==> config.mk <==
export PLATFORM = sky130hd
export DESIGN_NAME = mux_n_pipe
export DESIGN_NICKNAME = d
export VERILOG_FILES = /design/src/rtl/cpu_mux_pkg.sv /design/src/rtl/mux_n_comb.sv /design/src/rtl/mux_n_pipe.sv
export SDC_FILE = /design/constraint.sdc
export NUM_CORES = 1
export LEC_CHECK = 0
export BUFFER_PORTS_ARGS = -buffer_cell sky130_fd_sc_hd__buf_2
export CELL_PAD_IN_SITES_DETAIL_PLACEMENT = 1
export CELL_PAD_IN_SITES_GLOBAL_PLACEMENT = 2
export CORE_MARGIN = 8
export CORE_UTILIZATION = 25
export CTS_CLUSTER_SIZE = 12
export DETAILED_ROUTE_END_ITERATION = 6
export HOLD_SLACK_MARGIN = 0.03
export PLACE_DENSITY = 0.78
export SYNTH_ARGS = -nofsm -noshare
export SYNTH_HDL_FRONTEND = slang
export SYNTH_SLANG_ARGS = --single-unit
==> constraint.sdc <==
create_clock -name clk -period 1.7 [get_ports clk]
set_clock_uncertainty 0.15 [all_clocks]
set_input_delay 0 -clock clk [delete_from_list [all_inputs] [get_ports clk]]
set_output_delay 0 -clock clk [all_outputs]
set_load 0.01 [all_outputs]
==> src/rtl/cpu_mux_pkg.sv <==
// Shared definitions for the operand-select pipeline muxes: state encoding,
// default register-index width and the select range check.
package cpu_mux_pkg;

    localparam int unsigned STATE_W   = 2;
    localparam int unsigned REG_IDX_W = 5;

    localparam logic [STATE_W-1:0] EMPTY = 2'd0;
    localparam logic [STATE_W-1:0] ONE   = 2'd1;
    localparam logic [STATE_W-1:0] FULL  = 2'd2;

    // Unsigned compare of an operand index against the operand count.
    function automatic logic sel_in_range(input int unsigned sel, input int unsigned n_in);
        return sel < n_in;
    endfunction

endpackage

==> src/rtl/mux_n_comb.sv <==
// Combinational N:1 operand select with out-of-range flag; an out-of-range
// index yields all-zero data.
module mux_n_comb
    import cpu_mux_pkg::*;
#(
    parameter  int unsigned WIDTH = REG_IDX_W,
    parameter  int unsigned N_IN  = 4,
    localparam int unsigned SEL_W = $clog2(N_IN)
) (
    input  logic [N_IN*WIDTH-1:0] data,
    input  logic [SEL_W-1:0]      sel,
    output logic [WIDTH-1:0]      sel_data_c,
    output logic                  sel_err_c
);

    always_comb begin
        sel_data_c = '0;
        sel_err_c  = !sel_in_range(32'(sel), N_IN);
        for (int k = 0; k < int'(N_IN); k++) begin
            if (sel == SEL_W'(k)) begin
                sel_data_c = data[k*WIDTH +: WIDTH];
            end
        end
    end

endmodule

==> src/rtl/mux_n_pipe.sv <==
// N:1 operand select registered into a 2-entry skid buffer (valid/ready, flush).
// Optional stored even parity output enabled by MUX_N_PIPE_PARITY_EN.
module mux_n_pipe
    import cpu_mux_pkg::*;
#(
    parameter  int unsigned WIDTH = REG_IDX_W,
    parameter  int unsigned N_IN  = 4,
    localparam int unsigned SEL_W = $clog2(N_IN)
) (
    input  logic                  clk,
    input  logic                  rst_n,
    input  logic [N_IN*WIDTH-1:0] in_data,
    input  logic [SEL_W-1:0]      in_sel,
    input  logic                  in_valid,
    output logic                  in_ready,
    input  logic                  flush,
    output logic [WIDTH-1:0]      out_data,
    output logic                  out_sel_err,
    output logic                  out_valid,
    input  logic                  out_ready
`ifdef MUX_N_PIPE_PARITY_EN
    ,
    output logic                  out_parity
`endif
);

    logic [STATE_W-1:0] state_q;
    logic [STATE_W-1:0] state_d;

    logic             accept_c;
    logic             consume_c;
    logic             load_main_new_c;
    logic             load_main_skid_c;
    logic             load_skid_c;
    logic [WIDTH-1:0] new_data_c;
    logic             new_err_c;
    logic [WIDTH-1:0] skid_data_q;
    logic             skid_err_q;

    mux_n_comb #(
        .WIDTH (WIDTH),
        .N_IN  (N_IN)
    ) u_sel (
        .data       (in_data),
        .sel        (in_sel),
        .sel_data_c (new_data_c),
        .sel_err_c  (new_err_c)
    );

    assign accept_c  = in_valid & in_ready;
    assign consume_c = out_valid & out_ready;

    // State register
    always_ff @(posedge clk or negedge rst_n) begin
        if (!rst_n) begin
            state_q <= EMPTY;
        end else begin
            state_q <= state_d;
        end
    end

    // Next state; flush wins over any same-cycle accept
    always_comb begin
        state_d = state_q;
        if (flush) begin
            state_d = EMPTY;
        end else begin
            case (state_q)
                EMPTY: if (accept_c) state_d = ONE;
                ONE: begin
                    if (accept_c && !consume_c)      state_d = FULL;
                    else if (!accept_c && consume_c) state_d = EMPTY;
                end
                FULL:    if (consume_c) state_d = ONE;
                default: state_d = EMPTY;
            endcase
        end
    end

    // Entry load enables; a flushed cycle writes nothing
    always_comb begin
        load_main_new_c  = 1'b0;
        load_main_skid_c = 1'b0;
        load_skid_c      = 1'b0;
        if (!flush) begin
            case (state_q)
                EMPTY: load_main_new_c = accept_c;
                ONE: begin
                    load_main_new_c = accept_c & consume_c;
                    load_skid_c     = accept_c & !consume_c;
                end
                FULL:    load_main_skid_c = consume_c;
                default: ;
            endcase
        end
    end

    // Handshake outputs registered from the next state
    always_ff @(posedge clk or negedge rst_n) begin
        if (!rst_n) begin
            in_ready  <= 1'b0;
            out_valid <= 1'b0;
        end else begin
            in_ready  <= (state_d != FULL);
            out_valid <= (state_d != EMPTY);
        end
    end

    // Entry data registers, written only on accept or skid-to-main shift
    always_ff @(posedge clk or negedge rst_n) begin
        if (!rst_n) begin
            out_data    <= '0;
            out_sel_err <= 1'b0;
            skid_data_q <= '0;
            skid_err_q  <= 1'b0;
        end else begin
            if (load_main_new_c) begin
                out_data    <= new_data_c;
                out_sel_err <= new_err_c;
            end else if (load_main_skid_c) begin
                out_data    <= skid_data_q;
                out_sel_err <= skid_err_q;
            end
            if (load_skid_c) begin
                skid_data_q <= new_data_c;
                skid_err_q  <= new_err_c;
            end
        end
    end

`ifdef MUX_N_PIPE_PARITY_EN
    logic new_par_c;
    logic skid_par_q;

    // Out-of-range entries carry zero data, hence zero parity
    assign new_par_c = ^new_data_c;

    always_ff @(posedge clk or negedge rst_n) begin
        if (!rst_n) begin
            out_parity <= 1'b0;
            skid_par_q <= 1'b0;
        end else begin
            if (load_main_new_c)       out_parity <= new_par_c;
            else if (load_main_skid_c) out_parity <= skid_par_q;
            if (load_skid_c)           skid_par_q <= new_par_c;
        end
    end
`endif

endmodule

==> results summary, run 1 <==
The flow ran to the end, and the final reports show no timing, DRC or antenna violations. The worst setup path is captured at a flip-flop. In the layout the commonest cells are 33 x sky130_fd_sc_hd__buf_2, 14 x sky130_fd_sc_hd__dfrtp_1, 6 x sky130_fd_sc_hd__nand2_1. The placed cell area came out at 977 um^2. Final hold analysis gives a worst-case slack of 0.0298 ns. The number of max-slew violations in the final report is 0.

Setup repair after global routing left no endpoint under its margin. Dividing the detail-routed wire length by the instance count gives 14.5 um. The placed wire-length estimate after detailed placement came out at 1650 um. The pin count of the biggest net entering global routing came out at 15.

The post-synthesis cell count came out at 57. The tool flagged a number of max-cap violations equal to 0. The number of antenna violations at the first check in global routing was 0.

The worst hold path was traced through 4 stages. Global routing used 7.95% of the available tracks across all layers. The min-delay analysis places its worst path in the category input port to flip-flop.

The first detailed-routing pass ran for 3 iterations. The area of the core region came out at 0.00300 mm^2. The count of cells resized by post-cts repair is 0.

Summed over all cells, the static leakage comes to 0.506 nW. The register clock-pin slew on the reported worst setup and hold paths came out at 0.08 ns. The number of buffers inserted by port buffering is 33. Setup violations remaining at the end of the flow were counted as 0. After routing the design area is 0.00105 mm^2. Net switching is 28.7% of the power. The internal portion of the total power is 0.000746 W. The final clock period utilization by the worst path came out at 94.1%. The relative max-transition margin is 55.3%. The endpoint required time on the critical path is 1.71 ns. The non-filler instance count after layout came out at 131. The total number of vias came out at 646. After the last flow step, the layout net total stands at 126. The ratio of routed vias to standard cells is 4.93.

The clock root buffer is sky130_fd_sc_hd__clkbuf_4. The cell row count is 20. The arrival time at the worst endpoint came out at 1.61 ns. Static timing analysis puts the maximum clock frequency at 625 MHz. The via count of the first global-routing pass came out at 762. The sequential fraction of design power came out at 48.0%.

The post-placement cell count came out at 123. In this run the critical register-to-register path is captured at out_data[0]$_DFFE_PN0P_. For this block, the initial DRC count from the detailed router was 22.

The largest individual stage delay along the critical path comes from the cell sky130_fd_sc_hd__dfrtp_1. The number of flip-flops and latches in the synthesized netlist came out at 14. At the pin with the least slew margin, the transition time is 0.668 ns. For this run, the register share of the synthesized area comes to 45.2%. The critical path's largest stage delay is 0.42 ns.

The detail route stage leaves a number of antenna-violating nets equal to 0. The power density normalized to cell area is 993 mW/mm^2. The die covers 0.00514 mm^2. The post-route setup TNS came out at 0 ns. 35 I/O pins were placed.

The critical path goes through a21boi_2 -> nor4_4 -> nor2_2 -> a221o_1. The largest buffer count on any clock path came out at 2. At the later pin of the worst-skew pair, clock insertion delay measures 0.27 ns. Measured in cells, the most critical reg-to-reg path has a length of 4.

In this run the cell area of the synthesized design comes to 774 um^2. The mean post-synth cell area came out at 13.6 um^2. The number of nets produced by synthesis is 84. The antenna diode count is 0. The routability congestion estimate from global placement is 0.723. Combinational logic is responsible for 29.5% of the overall power. The worst reg-to-reg setup slack is 0.10 ns. The area growth from synthesis to final layout is 36.0%.

The critical path startpoint category is a flip-flop. Of the total power, the clock network draws 22.5%. The total CTS buffers came out at 3. In this run the critical register-to-register path is launched from state_q[0]$_DFF_PN0_. The routed design has 1900 um of wire. The worst path in the final design needs a cycle of 1.60 ns, including I/O delays and setup. TritonCTS built the clock tree.

The global-route wire length before repair is 3310 um. The share of layout cells above drive strength 1 is 52.0%. The initial utilization of the core area, before any placement, comes to 25.8%. The floorplan step set the die width to 71.7 um. Buffers added to address setup during post-CTS repair amount to 0.

At the end of the flow the core is filled with cells to 35.1%. The net switching power of the design is 0.000300 W. The worst-case IR drop observed on VDD is 0.206 mV. The synthesized netlist contains 25 unique library cells. The die is 71.7 um tall. During synthesis, Yosys emitted a total of 0 warnings. The library cell used most frequently in the layout, excluding fill and tap cells, is sky130_fd_sc_hd__buf_2. The clock drives 14 sinks. By startpoint and endpoint, the worst setup path is classified as flip-flop to flip-flop. The number of hold-slack violations in the final timing report came to 0. The maximum net fanout on the critical path came out at 5. The number of H-tree levels is 1.

The startpoint identified for the worst hold timing path is in_data[19]. The global route total overflow is 0. In the routed design, unresolved DRC markers number 0. The destination of the worst hold path is out_data[4]$_DFFE_PN0P_.
synthesized netlist by cell type (all sizes together):
library cell	instances	area, um^2
mux2i	2	20.0
mux4	5	120
o21ai	2	10.0
nor2	2	10.0
nor3	2	21.3
a221o	1	10.0
nor4	1	21.3
mux2	5	56.3
a22o	2	17.5
a21boi	1	11.3
buf	2	18.8
o22a	1	8.76
nor3b	2	15.0
xor2	1	8.76
conb	1	3.75
and2	2	12.5
a21o	3	22.5
a211oi	1	7.51
dfrtp	14	350
nand2b	1	6.26
nand2	6	22.5
critical path: cells and delay by family (launching register included):
family | cells | cell delay, ns
compound gates | 2 | 0.49
simple gates | 2 | 0.43
flops | 1 | 0.42
power groups by stage:
stage	Combinational [W]	Clock, W	Sequential (W)
after floorplan	0.000171	0	0.000515
after global placement	0.000301	0	0.000508
after detailed placement	0.000311	0	0.000510
after CTS	0.000319	0.000245	0.000503
after global routing	0.000346	0.000255	0.000516
final	0.000309	0.000235	0.000502
registers in the layout (all words and copies together) (netlist names):
name and flops:
state_q 2, in_ready 1, out_valid 1, skid_data_q 5, out_data 5
repair_timing:
action	CTS	global route
hold endpoints to repair	18	0
setup endpoints to repair	0	0
hold buffers	4	0
final cells by class:
type                       count  area [um^2]
multi-input combinational     41          405
sequential                    14          350
fill                         341         1950
tap                           33         41.3
clock buffer                   4         36.3
timing repair buffer          39          220
stage by stage:
| stage | setup WS (ns) | power (W) |
|---|---|---|
| finish | 0.101 | 0.00105 |
| floorplan | 0.110 | 0.000686 |
| global placement | 0.143 | 0.000809 |
| global route | 0.00515 | 0.00112 |
| CTS | 0.0805 | 0.00107 |
| detailed placement | 0.101 | 0.000822 |
layer usage:
metal / wire length, um / up-vias / track usage [%]
met5: 0 / - / 0
met4: 5 / 0 / 2.04
met3: 206 / 2 / 4.04
met2: 896 / 30 / 13.7
met1: 794 / 314 / 8.35
li1: - / 300 / -
cell families after synthesis:
family	Yosys count	synth area share [%]
simple gates	16	14.1
flops	14	45.2
mux	12	25.4
compound gates	11	11.3
buf+inv	2	2.42
xor+xnor	1	1.13
other cells	1	0.484
worst max-delay path by stage:
| stage | start | end | slack (ns) |
|---|---|---|---|
| floorplan | state_q[0]$_DFF_PN0_ | out_data[0]$_DFFE_PN0P_ | 0.11 |
| global placement | state_q[0]$_DFF_PN0_ | out_data[0]$_DFFE_PN0P_ | 0.14 |
| detailed placement | state_q[0]$_DFF_PN0_ | out_data[0]$_DFFE_PN0P_ | 0.10 |
| CTS | state_q[0]$_DFF_PN0_ | out_data[0]$_DFFE_PN0P_ | 0.08 |
| global route | state_q[0]$_DFF_PN0_ | out_data[0]$_DFFE_PN0P_ | 0.005 |
| finish | state_q[0]$_DFF_PN0_ | out_data[0]$_DFFE_PN0P_ | 0.10 |
Note: power is estimated with default switching activity, not from simulation.
==> run 2: changes to the inputs <==
CORE_UTILIZATION = 31   (was 25)
PLACE_DENSITY = 0.84   (was 0.78)
SYNTH_HIERARCHICAL = 1   (was not set)
clock period = 1.5 ns   (was 1.7 ns; I/O delays follow)
==> results summary, run 2 <==
The checks that failed: negative setup slack. Across all layers, the routed design uses 761 vias. The ratio of routed vias to standard cells is 5.44. The number of synthesized flops with an enable pin came out at 0. The largest registers in the layout are out_data (5), skid_data_q (5), state_q (2). The most common cell in the synthesized netlist is sky130_fd_sc_hd__dfrtp_1.

The critical path endpoint category is a flip-flop. By area the synthesized netlist is led by sky130_fd_sc_hd__dfrtp_1 44%, sky130_fd_sc_hd__mux4_2 12%, sky130_fd_sc_hd__mux2_4 9.9%. The achievable clock frequency is 659 MHz. The yosys synthesis warning count came out at 6. The number of buffers inserted by port buffering is 34. Leaving out fill and tap cells, the most frequent cell in the layout is sky130_fd_sc_hd__buf_2. The max-capacitance violation count is 0. The worst reg-to-reg setup slack is -0.02 ns.

The post-placement cell count is 130. The net switching fraction of the power came out at 29.1%. The startpoint identified for the worst register-to-register timing path is state_q[1]$_DFF_PN0_. In this run the critical register-to-register path is captured at out_data[0]$_DFFE_PN0P_. The area of the core region is 0.00278 mm^2. The average detailed-routed wire length per instance came out at 18.0 um. The pin count of the biggest net entering global routing came out at 17. In the routed design, unresolved DRC markers number 0. The number of nets produced by synthesis is 90.

The routability congestion estimate from global placement came out at 0.761. The netlist area before placement is 911 um^2. During I/O placement, the number of pins put on the boundary was 35. The leading register cell type out of synthesis is sky130_fd_sc_hd__dfrtp_1. In this run the remaining antenna-violating nets after routing total 0.

A synthesized cell averages 14.5 um^2. The first global-routing pass estimated 4370 um of wire. The total CTS buffers came out at 3.

Total power for the finished layout comes to 0.00144 W. The antenna diode count came out at 0. The filler cell count in the final layout came out at 299.

The non-filler instance count after layout came out at 140. The number of library cell types mapped by synthesis came out at 27. The number of H-tree levels is 1. The number of hold-slack violations in the final timing report is 0. The worst-skew pair later-pin latency came out at 0.28 ns. The commonest cells after synthesis are 16 x sky130_fd_sc_hd__dfrtp_1, 6 x sky130_fd_sc_hd__a221o_1, 6 x sky130_fd_sc_hd__mux2_4, 5 x sky130_fd_sc_hd__and3_2, 5 x sky130_fd_sc_hd__mux4_2. The total track usage is 10.7%. The number of max-slew violations in the final report is 0. The proportion of netlist area held by the largest area contributor came out at 44.0%. The combinational power share is 33.8%. Summed over all instances, the cell type with the most area after synthesis is sky130_fd_sc_hd__dfrtp_1. Clock-pin slew was measured on the worst setup and hold paths at 0.10 ns. The starting utilization of the core area came out at 32.7%. The internal power is 0.00102 W. The clock network burns 19.9% of the power. The clock root buffer is sky130_fd_sc_hd__clkbuf_4. The multi-input logic area is 502 um^2. Power spread over the standard cell area amounts to 1160 mW/mm^2. The via count of the first global-routing pass is 922. The final core area utilization came out at 44.7%.

Of the total power, registers draw 46.2%. After layout, the minimum clock period comes to 1.52 ns. Setup repair after global routing could not meet its margin everywhere.

The height of the chip is 70.2 um. The end of the critical path is out_data[0]$_DFFE_PN0P_. The register cell area after layout came out at 400 um^2.

The setup slack of the critical path after layout is -0.0176 ns. The worst setup path is launched from a flip-flop. The placed wire-length estimate after detailed placement came out at 2020 um. Relative to the synthesized area, the layout overhead comes to 36.4%.

The endpoint required time on the critical path came out at 1.53 ns. The most critical setup path has its startpoint at state_q[1]$_DFF_PN0_. The number of DRC violations after detailed-routing iteration 0 is 41. The final wirelength came out at 2530 um. The library cells used most frequently in the layout, excluding fill and tap cells, are 34 x sky130_fd_sc_hd__buf_2, 16 x sky130_fd_sc_hd__dfrtp_1, 6 x sky130_fd_sc_hd__a221o_1, 6 x sky130_fd_sc_hd__mux2_4. The die outline area is 0.00493 mm^2. The share of the yosys chip area belonging to registers is 44.0%. In the synthesized netlist the async set-or-reset flop fraction comes to 100%.

Clock tree synthesis found a total of 16 sinks. The maximum vdd drop came out at 0.462 mV. The largest buffer count on any clock path came out at 2. The critical path is of the flip-flop to flip-flop type.

Setup violations remaining at the end of the flow were counted as 4. The number of antenna violations at the first check in global routing is 0. The maximum net fanout on the critical path came out at 7. The final clock period utilization by the worst path came out at 101%. The post-synthesis cell count came out at 63. The number of nets in the finished design is 137. The iteration count of the initial detailed-routing pass is 4.

The net switching power of the design came out at 0.000418 W. TritonCTS built the clock tree. The share of layout cells above drive strength 1 came out at 61.5%. In this run the worst hold path is classified as input port to flip-flop. The cell count of the worst reg-to-reg path is 4. The arrival time at the worst endpoint is 1.54 ns. The flow ran to the end, but the final reports show violations.

The cell row count is 19. The global route total overflow came out at 0. The floorplan die width came out at 70.2 um. Summed over all cells, the static leakage comes to 0.618 nW. The number of flip-flops and latches in the synthesized netlist is 16.
[run 2: cell count changes after synthesis, sizes merged, moves of 2 or more]
cell,change
mux2i,-2
a22o,-2
a21oi,+4
and2,-2
nor2,-2
a221o,+5
dfrtp,+2
a21o,-2
nand2,-4
and3,+6
o21ai,-2
[run 2: how the worst min path moves through the flow]
stage	start	to	cells past startpoint
after floorplan	rst_n	in_ready$_DFF_PN0_	0
after global placement	rst_n	state_q[0]$_DFF_PN0_	1
after detailed placement	rst_n	state_q[0]$_DFF_PN0_	1
after CTS	in_data[15]	skid_data_q[0]$_DFFE_PN0P_	3
after global routing	in_data[4]	skid_data_q[4]$_DFFE_PN0P_	3
final	in_data[0]	skid_data_q[0]$_DFFE_PN0P_	3
[run 2: cell families after synthesis]
kind of cell,after synthesis,synth area share (%)
other cells,1,0.412
flops,16,44.0
mux,11,22.3
buf+inv,3,2.47
compound gates,17,17.0
simple gates,15,13.9
[run 2: final cells by class]
| cell class | count | area share [%] |
|---|---|---|
| Sequential cell | 16 | 32.2 |
| Clock buffer | 4 | 2.92 |
| Timing Repair Buffer | 44 | 21.0 |
| Tap cell | 31 | 3.12 |
| Inverter | 1 | 0.302 |
| Multi-Input combinational cell | 44 | 40.4 |
[run 2: worst max-delay path, stage by stage (launching register included)]
cell	delay (ns)
sky130_fd_sc_hd__dfrtp_1	0.40
sky130_fd_sc_hd__buf_6	0.12
sky130_fd_sc_hd__and4b_4	0.28
sky130_fd_sc_hd__a22oi_4	0.12
sky130_fd_sc_hd__a221o_1	0.33
[run 2: metrics by stage]
step | hold WS, ns | cell area (um^2) | setup slack, ns | TNS [ns]
global placement | -0.221 | 1130 | -0.0246 | -0.107
global route | 0.0382 | 1240 | -0.0716 | -0.327
CTS | 0.0319 | 1230 | -0.0207 | -0.0408
finish | 0.0443 | 1240 | -0.0176 | -0.0421
detailed placement | -0.216 | 1130 | -0.0446 | -0.190
floorplan | -0.446 | 911 | 0.0334 | 0
[run 2: power groups by stage]
stage	registers [W]	clock network [W]	logic, W
final	0.000664	0.000286	0.000485
after detailed placement	0.000664	0	0.000473
after global placement	0.000659	0	0.000455
after global routing	0.000684	0.000316	0.000527
after floorplan	0.000677	0	0.000270
after CTS	0.000663	0.000297	0.000489
[run 2: metal layers]
| layer | track usage (%) | wire (um) |
|---|---|---|
| met2 | 18.1 | 1240 |
| met4 | 3.35 | 11 |
| met1 | 11.4 | 1050 |
| met5 | 0 | 0 |
| met3 | 5.37 | 228 |
[run 2: timing repair]
action | CTS | global route
setup buffers | 0 | 1
gates resized for setup | 2 | 1
endpoints found under the setup margin | 6 | 12
hold buffers | 5 | 0
hold endpoints to repair | 20 | 0
pin swaps | 1 | 3
==> run 3: changes to the inputs <==
SETUP_SLACK_MARGIN = 0.2   (was not set)
==> results summary, run 3 (synthesized netlist as in run 2, its figures left out) <==
The run finished, with violations left. The checks that failed: negative hold slack, negative setup slack. The final wirelength is 2510 um. The cell row count came out at 19. Clock latency on the worst-skew pair, taken at its later pin, is 0.28 ns. The iteration count of the initial detailed-routing pass is 4. In this run the horizontal extent of the chip is 70.2 um.

The critical path startpoint category is a flip-flop. The total power after layout came out at 0.00143 W. The tree is rooted in a sky130_fd_sc_hd__clkbuf_4. CTS saw 16 sinks. Max-cap violations in this run came to 0. The pin count of the biggest net entering global routing came out at 17. The library cell used most frequently in the layout, excluding fill and tap cells, is sky130_fd_sc_hd__buf_2. The first routing iteration left 48 violations. The setup slack of the critical path after layout came out at -0.0356 ns. The number of routed nets with antenna violations is 0. The routability congestion estimate from global placement came out at 0.718. The post-placement cell count is 128. The placed wire-length estimate after detailed placement is 1920 um. The number of antenna violations at the first check in global routing came to 0. The achievable clock frequency came out at 651 MHz. The antenna diode count came out at 0.

The type of the worst setup path is flip-flop to flip-flop. The endpoint required time on the critical path came out at 1.53 ns. Hold timing on the final database bottoms out at a slack of -0.195 ns. The number of H-tree levels is 1. TritonCTS created 3 clock buffers.

The global-route wire length before repair came out at 4090 um. The largest registers in the layout are out_data (5), skid_data_q (5), state_q (2). The final clock period utilization by the worst path came out at 102%.

The DRC violation count after routing is 0. The post-placement setup slack came out at -0.0509 ns. In the final layout, flip-flops and latches occupy 403 um^2.

The arrival time at the worst endpoint came out at 1.56 ns. The count of buffers added on input and output ports is 34. The ratio of routed vias to standard cells is 5.49. The global route total overflow is 0. The worst path in the final design needs a cycle of 1.54 ns, including I/O delays and setup. The number of max-slew violations in the final report came out at 0. The height of the chip is 70.2 um. The area growth from synthesis to layout is 35.7%. Summing all multi-input logic gate instances after layout gives 505 um^2. In the layout the commonest cells are 34 x sky130_fd_sc_hd__buf_2, 14 x sky130_fd_sc_hd__dfrtp_1, 6 x sky130_fd_sc_hd__a221o_1, 6 x sky130_fd_sc_hd__mux2_4. The largest buffer count on any clock path is 2. The area of the core region came out at 0.00278 mm^2.

The final layout contains 136 nets. The hold buffer count at CTS is 3. In this run the count of I/O pins placed on the die edge is 35. The die outline area came out at 0.00493 mm^2. Setup repair after global routing could not meet its margin everywhere. STA classifies the critical path endpoint as a flip-flop.

The cell leakage power is 0.612 nW. The power density normalized to cell area is 1160 mW/mm^2. The maximum net fanout on the critical path is 7. The worst reg-to-reg setup slack came out at -0.04 ns. After clock tree synthesis, the clock-pin slew on the worst setup and hold paths is 0.10 ns. Setup violations remaining at the end of the flow were counted as 12.

The maximum vdd drop is 0.525 mV. Once layout is complete, the cells apart from fillers number 139. After detailed routing, the average wire length per cell comes to 18.1 um. After filler insertion, the fill cell instance count of the layout stands at 310. The CTS tree is yes. The min-delay analysis places its worst path in the category input port to flip-flop. The via count of the first global-routing pass is 878. The share of layout cells above drive strength 1 came out at 65.7%. Global routing consumed, over all layers together, 10.2% of the routing resources. The total number of vias is 763.

The number of hold-slack violations in the final timing report came to 3. For this configuration, the core starts out at a cell density of 32.7%.
run 3: cell count changes in the layout (fill, tap and decap cells not counted):
cell	delta
sky130_fd_sc_hd__a21boi_4	-1
sky130_fd_sc_hd__a21boi_2	+1
sky130_fd_sc_hd__a21oi_4	+1
sky130_fd_sc_hd__dfrtp_2	+2
sky130_fd_sc_hd__a21oi_1	-1
sky130_fd_sc_hd__dfrtp_1	-2
sky130_fd_sc_hd__buf_4	+1
sky130_fd_sc_hd__dlygate4sd3_1	-2
run 3: cell type report:
| type | count | share of cell area (%) |
|---|---|---|
| inverters | 1 | 0.304 |
| flip-flops and latches | 16 | 32.6 |
| multi-input cells | 44 | 40.9 |
| repair buffers | 43 | 20.1 |
| well taps | 31 | 3.14 |
| clock buffers | 4 | 2.94 |
run 3: worst max-delay path, cell delays in order, from the launching register on:
cell and delay [ns]:
sky130_fd_sc_hd__dfrtp_1 0.43, sky130_fd_sc_hd__and4b_4 0.40, sky130_fd_sc_hd__a22oi_4 0.12, sky130_fd_sc_hd__a221o_1 0.33
run 3: routing by layer:
layer | up-vias | global-route usage, % | part of all wire, %
met2 | 32 | 15.1 | 46
met4 | 0 | 4.69 | 0.68
met1 | 382 | 11.5 | 42
met5 | - | 0 | 0
met3 | 2 | 5.79 | 11
li1 | 347 | - | -
run 3: path summary, 6_finish.rpt:
| path | startpoint | endpoint | depth (start not counted) |
|---|---|---|---|
| setup reg to reg | state_q[0]$_DFF_PN0_ | out_data[0]$_DFFE_PN0P_ | 3 |
| setup / recovery | state_q[0]$_DFF_PN0_ | out_data[0]$_DFFE_PN0P_ | 3 |
| min in group asynchronous | rst_n | state_q[0]$_DFF_PN0_ | 3 |
| hold / removal | flush | out_valid$_DFF_PN0_ | 2 |
| hold reg to reg | out_data[0]$_DFFE_PN0P_ | out_data[0]$_DFFE_PN0P_ | 1 |
| max in group asynchronous | rst_n | state_q[1]$_DFF_PN0_ | 3 |
run 3: report_power, final:
group	leakage (nW)	internal [W]	switching, W	total, W
combinational	0.399	0.000293	0.000188	0.000481
sequential	0.192	0.000575	0.0000915	0.000667
clock	0.0210	0.000148	0.000138	0.000286
run 3: stage by stage:
stage	util (%)	cell area, um^2	TNS (ns)
2_1_floorplan	-	912	0
3_3_place_gp	40.2	1120	0
3_5_place_dp	40.2	1120	-0.259
4_1_cts	43.5	1210	-0.123
5_1_grt	44.4	1240	-0.642
6_report	44.4	1240	-0.173
run 3: timing repair:
action                                 CTS  global route
endpoints found under the hold margin   20             3
setup buffers                            2             2
pin swaps                                2             2
gates cloned                             0             0
gates resized for setup                  3             2
setup endpoints to repair               14            15
